**src/rtl/nibble_feed_pkg.sv**
```systemverilog
// rtl/nibble_feed_pkg.sv - shared constants and types for the nibble feed serializer
// Purpose: beat geometry (NIBBLE_W x BEATS = WORD_W), beat counter type and
//          serializer state encoding used by the top level.
// Ports:   none (package)
package nibble_feed_pkg;

   localparam int NIBBLE_W = 4;
   localparam int BEATS    = 4;
   localparam int WORD_W   = NIBBLE_W * BEATS;

   typedef logic [1:0] beat_t;

   typedef enum logic [0:0] {
      IDLE  = 1'b0,
      SHIFT = 1'b1
   } ser_state_t;

endpackage

```
**src/rtl/nibble_feed_fifo.sv**
```systemverilog
// rtl/nibble_feed_fifo.sv - synchronous word FIFO feeding the serializer
// Purpose: DEPTH-entry FIFO with registered occupancy count.
// Ports:
//   clk, reset       - system clock, synchronous active-high reset
//   i_push/i_push_data - write request and word (ignored when full)
//   i_pop            - read request (ignored when empty)
//   o_pop_data       - head word, valid whenever o_empty is low
//   o_full/o_empty   - decoded from the count register
//   o_count          - number of stored words, 0..DEPTH
module nibble_feed_fifo #(
   parameter int DEPTH = 4,
   parameter int WIDTH = 16,
   localparam int CW   = $clog2(DEPTH + 1),
   localparam int AW   = $clog2(DEPTH)
) (
   input  logic             clk,
   input  logic             reset,
   input  logic             i_push,
   input  logic [WIDTH-1:0] i_push_data,
   input  logic             i_pop,
   output logic [WIDTH-1:0] o_pop_data,
   output logic             o_full,
   output logic             o_empty,
   output logic [CW-1:0]    o_count
);

   logic [WIDTH-1:0] r_mem [DEPTH];
   logic [AW-1:0]    r_wr_ptr;
   logic [AW-1:0]    r_rd_ptr;
   logic [CW-1:0]    r_count;
   logic             w_push;
   logic             w_pop;

   assign o_full     = (r_count == CW'(DEPTH));
   assign o_empty    = (r_count == '0);
   assign o_count    = r_count;
   assign o_pop_data = r_mem[r_rd_ptr];

   assign w_push = i_push && !o_full;
   assign w_pop  = i_pop && !o_empty;

   // DEPTH is a power of two, so pointers wrap by natural overflow.
   always_ff @(posedge clk) begin
      if (reset) begin
         r_wr_ptr <= '0;
         r_rd_ptr <= '0;
         r_count  <= '0;
      end else begin
         if (w_push) r_wr_ptr <= r_wr_ptr + 1'b1;
         if (w_pop)  r_rd_ptr <= r_rd_ptr + 1'b1;
         case ({w_push, w_pop})
            2'b10:   r_count <= r_count + CW'(1);
            2'b01:   r_count <= r_count - CW'(1);
            default: r_count <= r_count;
         endcase
      end
   end

   // Storage needs no reset: pointer reset alone discards stale contents.
   always_ff @(posedge clk) begin
      if (w_push) r_mem[r_wr_ptr] <= i_push_data;
   end

endmodule

```
**src/rtl/nibble_feed_serializer.sv**
```systemverilog
// rtl/nibble_feed_serializer.sv - buffers 16-bit words and emits them as LSB-first nibbles
// Purpose: FIFO + shift-register serializer with a last-beat marker.
// Ports:
//   clk, reset                 - system clock, synchronous active-high reset
//   io_in_valid/ready/bits     - upstream word stream (ready from count only)
//   io_out_valid/ready/bits    - nibble stream, register driven
//   io_out_last                - final nibble of a word
//   io_count                   - FIFO occupancy, excludes the word being shifted
module nibble_feed_serializer #(
   parameter int DEPTH    = 4,
   parameter int WORD_W   = nibble_feed_pkg::WORD_W,
   parameter int NIBBLE_W = nibble_feed_pkg::NIBBLE_W,
   localparam int CW      = $clog2(DEPTH + 1)
) (
   input  logic                clk,
   input  logic                reset,
   input  logic                io_in_valid,
   output logic                io_in_ready,
   input  logic [WORD_W-1:0]   io_in_bits,
   output logic                io_out_valid,
   input  logic                io_out_ready,
   output logic [NIBBLE_W-1:0] io_out_bits,
   output logic                io_out_last,
   output logic [CW-1:0]       io_count
);

   import nibble_feed_pkg::*;

   localparam beat_t LAST_BEAT = beat_t'(BEATS - 1);
   localparam beat_t PRE_LAST  = beat_t'(BEATS - 2);

   ser_state_t        r_state;
   logic [WORD_W-1:0] r_shift;
   beat_t             r_beat;
   logic              r_last;

   logic [WORD_W-1:0] w_fifo_data;
   logic              w_fifo_full;
   logic              w_fifo_empty;
   logic [CW-1:0]     w_fifo_count;
   logic              w_push;
   logic              w_out_fire;
   logic              w_word_done;
   logic              w_load;

   assign io_in_ready = !w_fifo_full;
   assign w_push      = io_in_valid && io_in_ready;

   assign w_out_fire  = (r_state == SHIFT) && io_out_ready;
   assign w_word_done = w_out_fire && (r_beat == LAST_BEAT);
   // Reload straight from the FIFO on the final beat so words stream without a bubble.
   assign w_load      = !w_fifo_empty && ((r_state == IDLE) || w_word_done);

   nibble_feed_fifo #(
      .DEPTH (DEPTH),
      .WIDTH (WORD_W)
   ) u_fifo (
      .clk         (clk),
      .reset       (reset),
      .i_push      (w_push),
      .i_push_data (io_in_bits),
      .i_pop       (w_load),
      .o_pop_data  (w_fifo_data),
      .o_full      (w_fifo_full),
      .o_empty     (w_fifo_empty),
      .o_count     (w_fifo_count)
   );

   // Leaving SHIFT clears the shift register and beat so idle outputs read zero.
   always_ff @(posedge clk) begin
      if (reset) begin
         r_state <= IDLE;
         r_shift <= '0;
         r_beat  <= '0;
         r_last  <= 1'b0;
      end else if (w_load) begin
         r_state <= SHIFT;
         r_shift <= w_fifo_data;
         r_beat  <= '0;
         r_last  <= 1'b0;
      end else if (w_word_done) begin
         r_state <= IDLE;
         r_shift <= '0;
         r_beat  <= '0;
         r_last  <= 1'b0;
      end else if (w_out_fire) begin
         r_shift <= r_shift >> NIBBLE_W;
         r_beat  <= r_beat + 1'b1;
         r_last  <= (r_beat == PRE_LAST);
      end
   end

   assign io_out_valid = (r_state == SHIFT);
   assign io_out_bits  = r_shift[NIBBLE_W-1:0];
   assign io_out_last  = r_last;
   assign io_count     = w_fifo_count;

endmodule
```
**config.mk**
```make
export PLATFORM = sky130hd
export DESIGN_NAME = nibble_feed_serializer
export DESIGN_NICKNAME = d
export VERILOG_FILES = /design/src/rtl/nibble_feed_pkg.sv /design/src/rtl/nibble_feed_fifo.sv /design/src/rtl/nibble_feed_serializer.sv
export SDC_FILE = /design/constraint.sdc
export NUM_CORES = 1
export LEC_CHECK = 0
export CORE_UTILIZATION = 58
export DETAILED_ROUTE_END_ITERATION = 10
export GPL_TIMING_DRIVEN = 1
export HOLD_SLACK_MARGIN = 0.02
export PLACE_DENSITY_LB_ADDON = 0.08
export SYNTH_ARGS = -nofsm -noshare
export SYNTH_HDL_FRONTEND = slang
export SYNTH_SLANG_ARGS = --single-unit
```
**constraint.sdc**
```tcl
create_clock -name clk -period 5.5 [get_ports clk]
set_clock_uncertainty 0.2 [all_clocks]
set_input_delay 0.55 -clock clk [delete_from_list [all_inputs] [get_ports clk]]
set_output_delay 0.55 -clock clk [all_outputs]
set_load 0.05 [all_outputs]
```
==> results of run 1 <==
==> metrics by stage <==
stage	instances	cell area [um2]
2_1_floorplan	255	3950
6_report	358	4430
3_3_place_gp	342	4190
3_5_place_dp	342	4190
5_1_grt	358	4430
4_1_cts	358	4430
==> worst reg2reg max path, cell delays in order, from the launching register on <==
cell	delay, ns
sky130_fd_sc_hd__dfxtp_1	0.35
sky130_fd_sc_hd__ha_1	0.32
sky130_fd_sc_hd__a21boi_1	0.31
sky130_fd_sc_hd__nor2_1	0.10
sky130_fd_sc_hd__ha_1	0.25
sky130_fd_sc_hd__fa_1	0.38
sky130_fd_sc_hd__xnor2_1	0.14
sky130_fd_sc_hd__or3_2	0.40
sky130_fd_sc_hd__a21oi_1	0.14
==> path summary, 6_finish.rpt <==
path | from | end | slack, ns | cells past startpoint
setup / recovery | u_fifo.o_count[2]$_SDFFE_PP0P_ | io_in_ready | 2.65 | 2
hold / removal | r_shift[12]$_SDFFE_PP0P_ | r_shift[12]$_SDFFE_PP0P_ | 0.28 | 2
setup reg to reg | r_beat[0]$_SDFFE_PP0P_ | u_fifo.o_count[2]$_SDFFE_PP0P_ | 2.85 | 8
hold reg to reg | r_shift[12]$_SDFFE_PP0P_ | r_shift[12]$_SDFFE_PP0P_ | 0.28 | 2
==> cells by family after synthesis <==
group | count (synthesis) | synth area share [%]
xor gates and xnor gates | 2 | 0.444
and+or+nand+nor | 58 | 9.09
muxes | 19 | 10.5
adders and majority gates | 8 | 2.72
buffers and inverters | 34 | 5.23
DFF | 93 | 63.4
AOI/OAI and AO/OA | 41 | 8.71
==> flip-flops by register name, summed over array words and instances (netlist names), named ones only <==
register,count
u_fifo.r_wr_ptr,2
u_fifo.r_rd_ptr,2
io_out_valid,1
io_out_last,1
u_fifo.r_mem,64
u_fifo.o_count,3
r_shift,16
r_beat,2
==> layout make-up <==
cell class | count | area [um2]
fill | 475 | 2020
inverter | 13 | 48.8
multi-input combinational | 128 | 1240
clock inverter | 7 | 116
timing repair buffer | 31 | 305
tap | 77 | 96.3
sequential | 93 | 2500
clock buffer | 9 | 124
==> metal layers <==
metal,vias up,share of wire [%],global-route usage (%)
met5,-,0,0
met4,0,1.2,7.40
met3,8,2.9,4.52
met2,37,49,32.9
met1,1058,47,27.7
li1,1029,-,-
==> cells in the mapped netlist, types with 6 or more instances <==
library cell | instances | area share [%]
sky130_fd_sc_hd__buf_4 | 6 | 1.1
sky130_fd_sc_hd__nand2_1 | 11 | 1.0
sky130_fd_sc_hd__nand4b_1 | 9 | 2.0
sky130_fd_sc_hd__a21oi_1 | 13 | 1.6
sky130_fd_sc_hd__nand3_1 | 10 | 1.3
sky130_fd_sc_hd__ha_1 | 7 | 2.2
sky130_fd_sc_hd__edfxtp_1 | 64 | 49
sky130_fd_sc_hd__o311ai_2 | 7 | 2.9
sky130_fd_sc_hd__o21ai_0 | 9 | 1.1
sky130_fd_sc_hd__inv_1 | 13 | 1.2
sky130_fd_sc_hd__mux4_1 | 6 | 4.0
sky130_fd_sc_hd__dfxtp_1 | 29 | 15
sky130_fd_sc_hd__mux4_2 | 10 | 5.7
sky130_fd_sc_hd__nor2_1 | 6 | 0.57
sky130_fd_sc_hd__buf_2 | 6 | 0.76
==> power groups by stage <==
| stage | clock (mW) | combinational (mW) | sequential (mW) |
|---|---|---|---|
| 4_1_cts | 0.534 | 0.715 | 0.985 |
| 6_report | 0.524 | 0.710 | 0.981 |
| 3_5_place_dp | 0 | 0.713 | 1.00 |
| 2_1_floorplan | 0 | 0.622 | 0.978 |
| 5_1_grt | 0.562 | 0.772 | 1.00 |
| 3_3_place_gp | 0 | 0.704 | 0.994 |
==> results.md, run 1 <==
Synthesis:
- The synthesized design contains 93 register bits.
- The primary flip-flop cell chosen by synthesis mapping is sky130_fd_sc_hd__edfxtp_1.
- The sequential share of the synthesized area is 63.4%.
- A synthesized cell averages 15.5 um2.
- Yosys mapped the design onto 45 distinct sky130hd cell types.
- The fraction of registers with async set or reset after synthesis is 0%.
- When the netlist entered floorplanning its net count stood at 283.
- Synthesis handed over a netlist of 255 instances.
- The synthesis warning total is 0.
- The synthesized netlist occupies a cell area of 3950 um2.
- The synthesized design contains 64 enable-type register cells.

Drt:
- After detailed routing, the total wire length is 6550 um.
- The wire length per cell after detailed routing is 18.3 um.
- The number of detailed-route iterations in the first pass is 7.
- Dividing the detail-routed via count by the number of cells gives 5.96.
- The detailed router finished its first iteration with 118 violations.
- The total DRC errors in the routed layout is 8.
- The detailed router placed 2132 vias in this run.
- In this run the remaining antenna-violating nets after routing total 0.

Clock tree:
- The clock passes through at most 2 buffers.
- The total clock buffers created by CTS is 9.
- At the later pin of the worst-skew pair, clock insertion delay measures 0.36 ns.
- The post-CTS resize count is 0.
- Post-CTS timing repair inserted 0 buffers for setup.
- The TritonCTS clock tree is done.
- Clock-pin slew was measured on the worst setup and hold paths at 0.10 ns.
- The post-cts hold buffer count is 0.
- The count of clock tree sinks is 93.
- The tree is rooted in a sky130_fd_sc_hd__clkbuf_8.
- The H-tree depth is 3.

Status:
- The flow ran to the end, but the final reports show violations.
- The final reports fail on DRC.

Placed design:
- The worst slack at placement is 2.47 ns.
- The congestion estimate from routability-driven global placement came to 0.748.
- The count of buffers from port buffering is 29.
- The post-DP HPWL is 4160 um.

Timing:
- The number of max-slew violations in the final report is 0.
- The measured slew at the worst slew-check pin is 0.973 ns.
- The worst hold slack is 0.282 ns.
- The peak clock frequency supported by timing is 351 MHz.
- The final period demand of the worst path is 2.85 ns.
- In the post-route analysis, the smallest setup slack over all paths is 2.65 ns.
- The aggregate negative setup slack is 0 ns.
- Setup repair after global routing left no endpoint under its margin.
- The hold violation total from the final report was 0.
- The final cycle utilization of the critical path is 51.7%.
- Setup violations remaining at the end of the flow were counted as 0.
- The worst pin sits at a relative slew slack of 35.1%.

Setup path:
- Walking the worst path, the cells encountered are or3b_1 > clkdlybuf4s50_1.
- The worst setup path is captured at an output port.
- Together, buffers and inverters on the worst path number 1.
- Of all nets on the critical path, the largest fanout is 10.
- The type of the worst setup path is reg -> out.
- The standard cell with the maximum stage delay on the critical path is sky130_fd_sc_hd__clkdlybuf4s50_1.
- For this run, the slowest stage of the critical path takes 0.75 ns.
- The data required time of the worst path is 4.75 ns.
- The endpoint arrival time on the critical path is 2.10 ns.
- STA classifies the critical path startpoint as a flip-flop.
- The critical path's top delay family is buffers and inverters.

Power and ir drop:
- Cell internal power was estimated by the tool at 1.44 mW.
- The power density normalized to cell area is 499 nW/um2.
- The combinational fraction of design power is 32.0%.
- The cell leakage power is 1.48 nW.
- Of the total power, registers draw 44.3%.
- The clock network fraction of design power is 23.7%.
- The overall power of the completed layout is 2.21 mW.
- The power spent charging and discharging nets is 0.770 mW.
- Net switching is 34.8% of the power.
- Across the VDD grid, the largest voltage drop is 0.244 mV.

Layout:
- The final antenna diode count is 0.
- In the layout the commonest cells are sky130_fd_sc_hd__edfxtp_1 (64), sky130_fd_sc_hd__dfxtp_1 (29), sky130_fd_sc_hd__clkdlybuf4s50_1 (29).
- The library cell used most frequently in the layout, excluding fill and tap cells, is sky130_fd_sc_hd__edfxtp_1.
- The fraction of final layout cells with drive strength greater than 1 is 17.4%.
- For this run, the share of the core covered by cells in the final layout is 68.7%.
- Compared with the post-synthesis result, the final layout area differs by 12.3%.
- The total number of nets in the final design is 304.

Floorplan:
- The initial utilization of the core area, before any placement, comes to 61.2%.
- After floorplanning, the core was divided into 29 placement rows.
- The die is 84.5 um tall.
- From left edge to right edge, the die measures 84.5 um.
- The area of the die is 7140 um2.
- 30 I/O pins were placed.
- In this run the standard cell core region covers 6460 um2.

Hold path:
- The tightest min-delay check is of the reg -> reg type.

Global routing:
- The first global-routing pass estimated 10900 um of wire.
- The initial antenna violation count is 0.
- Global routing used 20.4% of the available tracks.
- The total overflow left after global routing is 0.
- The via count of the first global-routing pass is 2130.
- Entering global routing, the biggest net connects 39 pins.

Run:
- The count of max-cap constraint violations is 0.
No activity file was read; power rests on OpenSTA's default activity.
==> run 2: changes to the inputs <==
==> constraint.sdc (replaced) <==
create_clock -name clk -period 2.7 [get_ports clk]
set_clock_uncertainty 0.2 [all_clocks]
set_input_delay 0.27 -clock clk [delete_from_list [all_inputs] [get_ports clk]]
set_output_delay 0.27 -clock clk [all_outputs]
set_load 0.05 [all_outputs]
==> results.md, run 2 (same netlist as run 1, synthesis figures left out) <==
Timing:
- Setup violations remaining at the end of the flow were counted as 0.
- The peak clock frequency supported by timing is 383 MHz.
- The hold violation total from the final report is 0.
- The number of max-slew violations in the final report is 0.
- After layout, the worst path uses 96.7% of the clock period.
- The measured slew at the worst slew-check pin is 0.689 ns.
- The final period demand of the worst path is 2.61 ns.
- Measured against its own limit, the worst slew margin works out to 54.0%.

Clock tree:
- Clock-pin slew was measured on the worst setup and hold paths at 0.09 ns.
- The maximum root-to-sink buffer count is 2.
- The H-tree depth is 3.
- TritonCTS built the clock tree.
- The number of buffers inserted to repair setup after CTS is 0.
- The later pin in the worst-skew pair is clocked with a latency of 0.36 ns.
- The clock drives 93 sinks.
- The number of clock buffers added by TritonCTS is 9.
- In this run, post-CTS hold repair placed 0 buffers.
- The clock root buffer master is sky130_fd_sc_hd__clkbuf_8.
- The post-CTS resize count is 0.

Floorplan:
- After floorplanning, the core was sized to cover 6460 um2.
- The initial core utilization is 61.2%.
- The die height is 84.5 um.
- The horizontal die dimension is 84.5 um.
- The initialized floorplan defines 29 standard-cell rows.
- The count of boundary I/O pins is 30.
- The floorplan step defined a die boundary enclosing 7140 um2.

Layout:
- The area growth from synthesis to layout is 13.2%.
- The register with the most flip-flops in the layout has 64 of them.
- The multi-input logic area is 1250 um2.
- The net count of the finished layout is 313.
- The final standard cell count with taps included and fillers excluded is 367.
- The fraction of final layout cells with drive strength greater than 1 is 20.3%.
- The top register by number of flip-flops is u_fifo.r_mem.
- After routing the design area is 4470 um2.
- Across the whole layout, storage elements account for 2500 um2.
- The most frequent standard cell in the layout excluding fill and tap cells is sky130_fd_sc_hd__edfxtp_1.
- In the layout the commonest cells are sky130_fd_sc_hd__edfxtp_1 (64), sky130_fd_sc_hd__clkdlybuf4s50_1 (29), sky130_fd_sc_hd__dfxtp_1 (27).
- The final antenna diode count is 0.
- The number of fillers in the final layout is 457.

Setup path:
- On the critical path the largest part of the delay comes from buffers and inverters.
- The standard cell with the maximum stage delay on the critical path is sky130_fd_sc_hd__clkdlybuf4s50_1.
- STA classifies the critical path endpoint as an output port.
- Walking the worst path, the cells encountered are or3b_1 > clkdlybuf4s50_1.
- Counting cells, the worst reg-to-reg path comes to 7.
- The maximum cell stage delay along the critical path is 0.75 ns.
- The number of buffers and inverters on the critical path is 1.
- The critical path depth is 2.
- The worst setup path is launched from a flip-flop.
- The largest fanout of any net on the critical path is 10.
- The setup path with the least slack is of type reg -> out.
- For the worst setup path, the data required time is 2.23 ns.
- The endpoint arrival time on the critical path is 2.14 ns.

Placed design:
- The total instance count after detailed placement is 351.
- Once detailed placement completed, the half-perimeter wirelength came to 4420 um.
- After detailed placement, the total cell area comes to 4260 um2.
- The final weighted congestion of routability-driven global placement is 0.711.
- During placement, the flow inserted port buffers numbering 29.

Run:
- The count of max-cap constraint violations is 0.

Drt:
- Dividing the detail-routed wire length by the instance count gives 18.4 um.
- In the routed layout, each cell is associated on average with a via count of 5.81.
- The wire length after detailed routing is 6740 um.
- The number of detailed-route iterations in the first pass is 7.
- For this run, design rule violations remaining after detail routing come to 1.
- The routed via count is 2132.
- After the first detailed-routing iteration, the DRC count stood at 103.
- The count of nets left with antenna violations once routing finished came out at 0.

Hold path:
- The worst hold path passes through 2 cells.
- The path class of the tightest hold or removal check is reg -> reg.

Global routing:
- The via count of the first global-routing pass is 2072.
- The total overflow left after global routing is 0.
- The initial antenna violation count is 0.
- The first global-routing pass estimated 10900 um of wire.
- The pin count of the biggest net entering global routing is 38.
- The total global routing track utilization is 20.9%.

Power and ir drop:
- The power density normalized to cell area is 999 nW/um2.
- The overall power of the completed layout is 4.47 mW.
- VDD sags by at most 0.616 mV.
- Summed over all cells, the static leakage comes to 1.51 nW.

Status:
- The flow ran to the end, but the final reports show violations.
- The checks that failed: DRC.
[run 2: cell types whose count changed in the layout (fill, tap and decap cells not counted)]
| cell | delta |
|---|---|
| sky130_fd_sc_hd__buf_4 | +9 |
| sky130_fd_sc_hd__bufinv_16 | -1 |
| sky130_fd_sc_hd__nor3_2 | -1 |
| sky130_fd_sc_hd__clkinvlp_4 | +1 |
| sky130_fd_sc_hd__inv_6 | +2 |
| sky130_fd_sc_hd__nor3_4 | +1 |
| sky130_fd_sc_hd__dfxtp_1 | -2 |
| sky130_fd_sc_hd__dfxtp_2 | +2 |
| sky130_fd_sc_hd__clkinv_1 | +1 |
| sky130_fd_sc_hd__clkinv_4 | -1 |
| sky130_fd_sc_hd__inv_8 | -1 |
| sky130_fd_sc_hd__clkinv_8 | -1 |
[run 2: metal layers]
| metal | part of all wire (%) | up-vias | track usage (%) |
|---|---|---|---|
| met5 | 0 | - | 0 |
| li1 | - | 1040 | - |
| met1 | 45 | 1045 | 28.2 |
| met2 | 49 | 39 | 33.3 |
| met4 | 1.2 | 0 | 9.40 |
| met3 | 4.4 | 8 | 3.93 |
[run 2: worst register-to-register path: stages (launching register included)]
cell	delay [ns]
sky130_fd_sc_hd__dfxtp_1	0.41
sky130_fd_sc_hd__nor3_4	0.36
sky130_fd_sc_hd__nor2_1	0.10
sky130_fd_sc_hd__ha_1	0.25
sky130_fd_sc_hd__fa_1	0.38
sky130_fd_sc_hd__xnor2_1	0.15
sky130_fd_sc_hd__or3_2	0.41
sky130_fd_sc_hd__a21oi_1	0.15
[run 2: where the power goes]
| part | leakage (nW) | switching (mW) | internal [mW] |
|---|---|---|---|
| clock | 0.100 | 0.510 | 0.441 |
| sequential | 0.826 | 0.145 | 1.78 |
| combinational | 0.583 | 0.919 | 0.667 |
[run 2: through the flow]
stage / util (%) / worst slack [ns] / hold slack [ns] / TNS, ns
2_1_floorplan: - / 0.107 / 0.169 / 0
3_3_place_gp: 66.0 / 0.138 / 0.255 / 0
3_5_place_dp: 66.0 / 0.108 / 0.254 / 0
4_1_cts: 69.2 / 0.109 / 0.286 / 0
5_1_grt: 69.3 / -0.0000697 / 0.312 / -0.0000697
6_report: 69.3 / 0.0882 / 0.283 / 0
[run 2: worst paths after layout]
kind | endpoint | from | slack, ns
worst max-delay path | io_in_ready | u_fifo.o_count[2]$_SDFFE_PP0P_ | 0.09
worst min-delay path | r_shift[7]$_SDFFE_PP0P_ | r_shift[11]$_SDFFE_PP0P_ | 0.28
worst max register to register | u_fifo.o_count[2]$_SDFFE_PP0P_ | u_fifo.o_count[2]$_SDFFE_PP0P_ | 0.24
worst min register to register | r_shift[7]$_SDFFE_PP0P_ | r_shift[11]$_SDFFE_PP0P_ | 0.28
[run 2: final cells by class]
cell class                      count  share of cell area [%]
Timing Repair Buffer               40                    8.34
Inverter                           13                    1.09
Clock inverter                      7                    1.76
Tap cell                           77                    2.15
Clock buffer                        9                    2.77
Sequential cell                    93                    56.0
Multi-Input combinational cell    128                    27.9
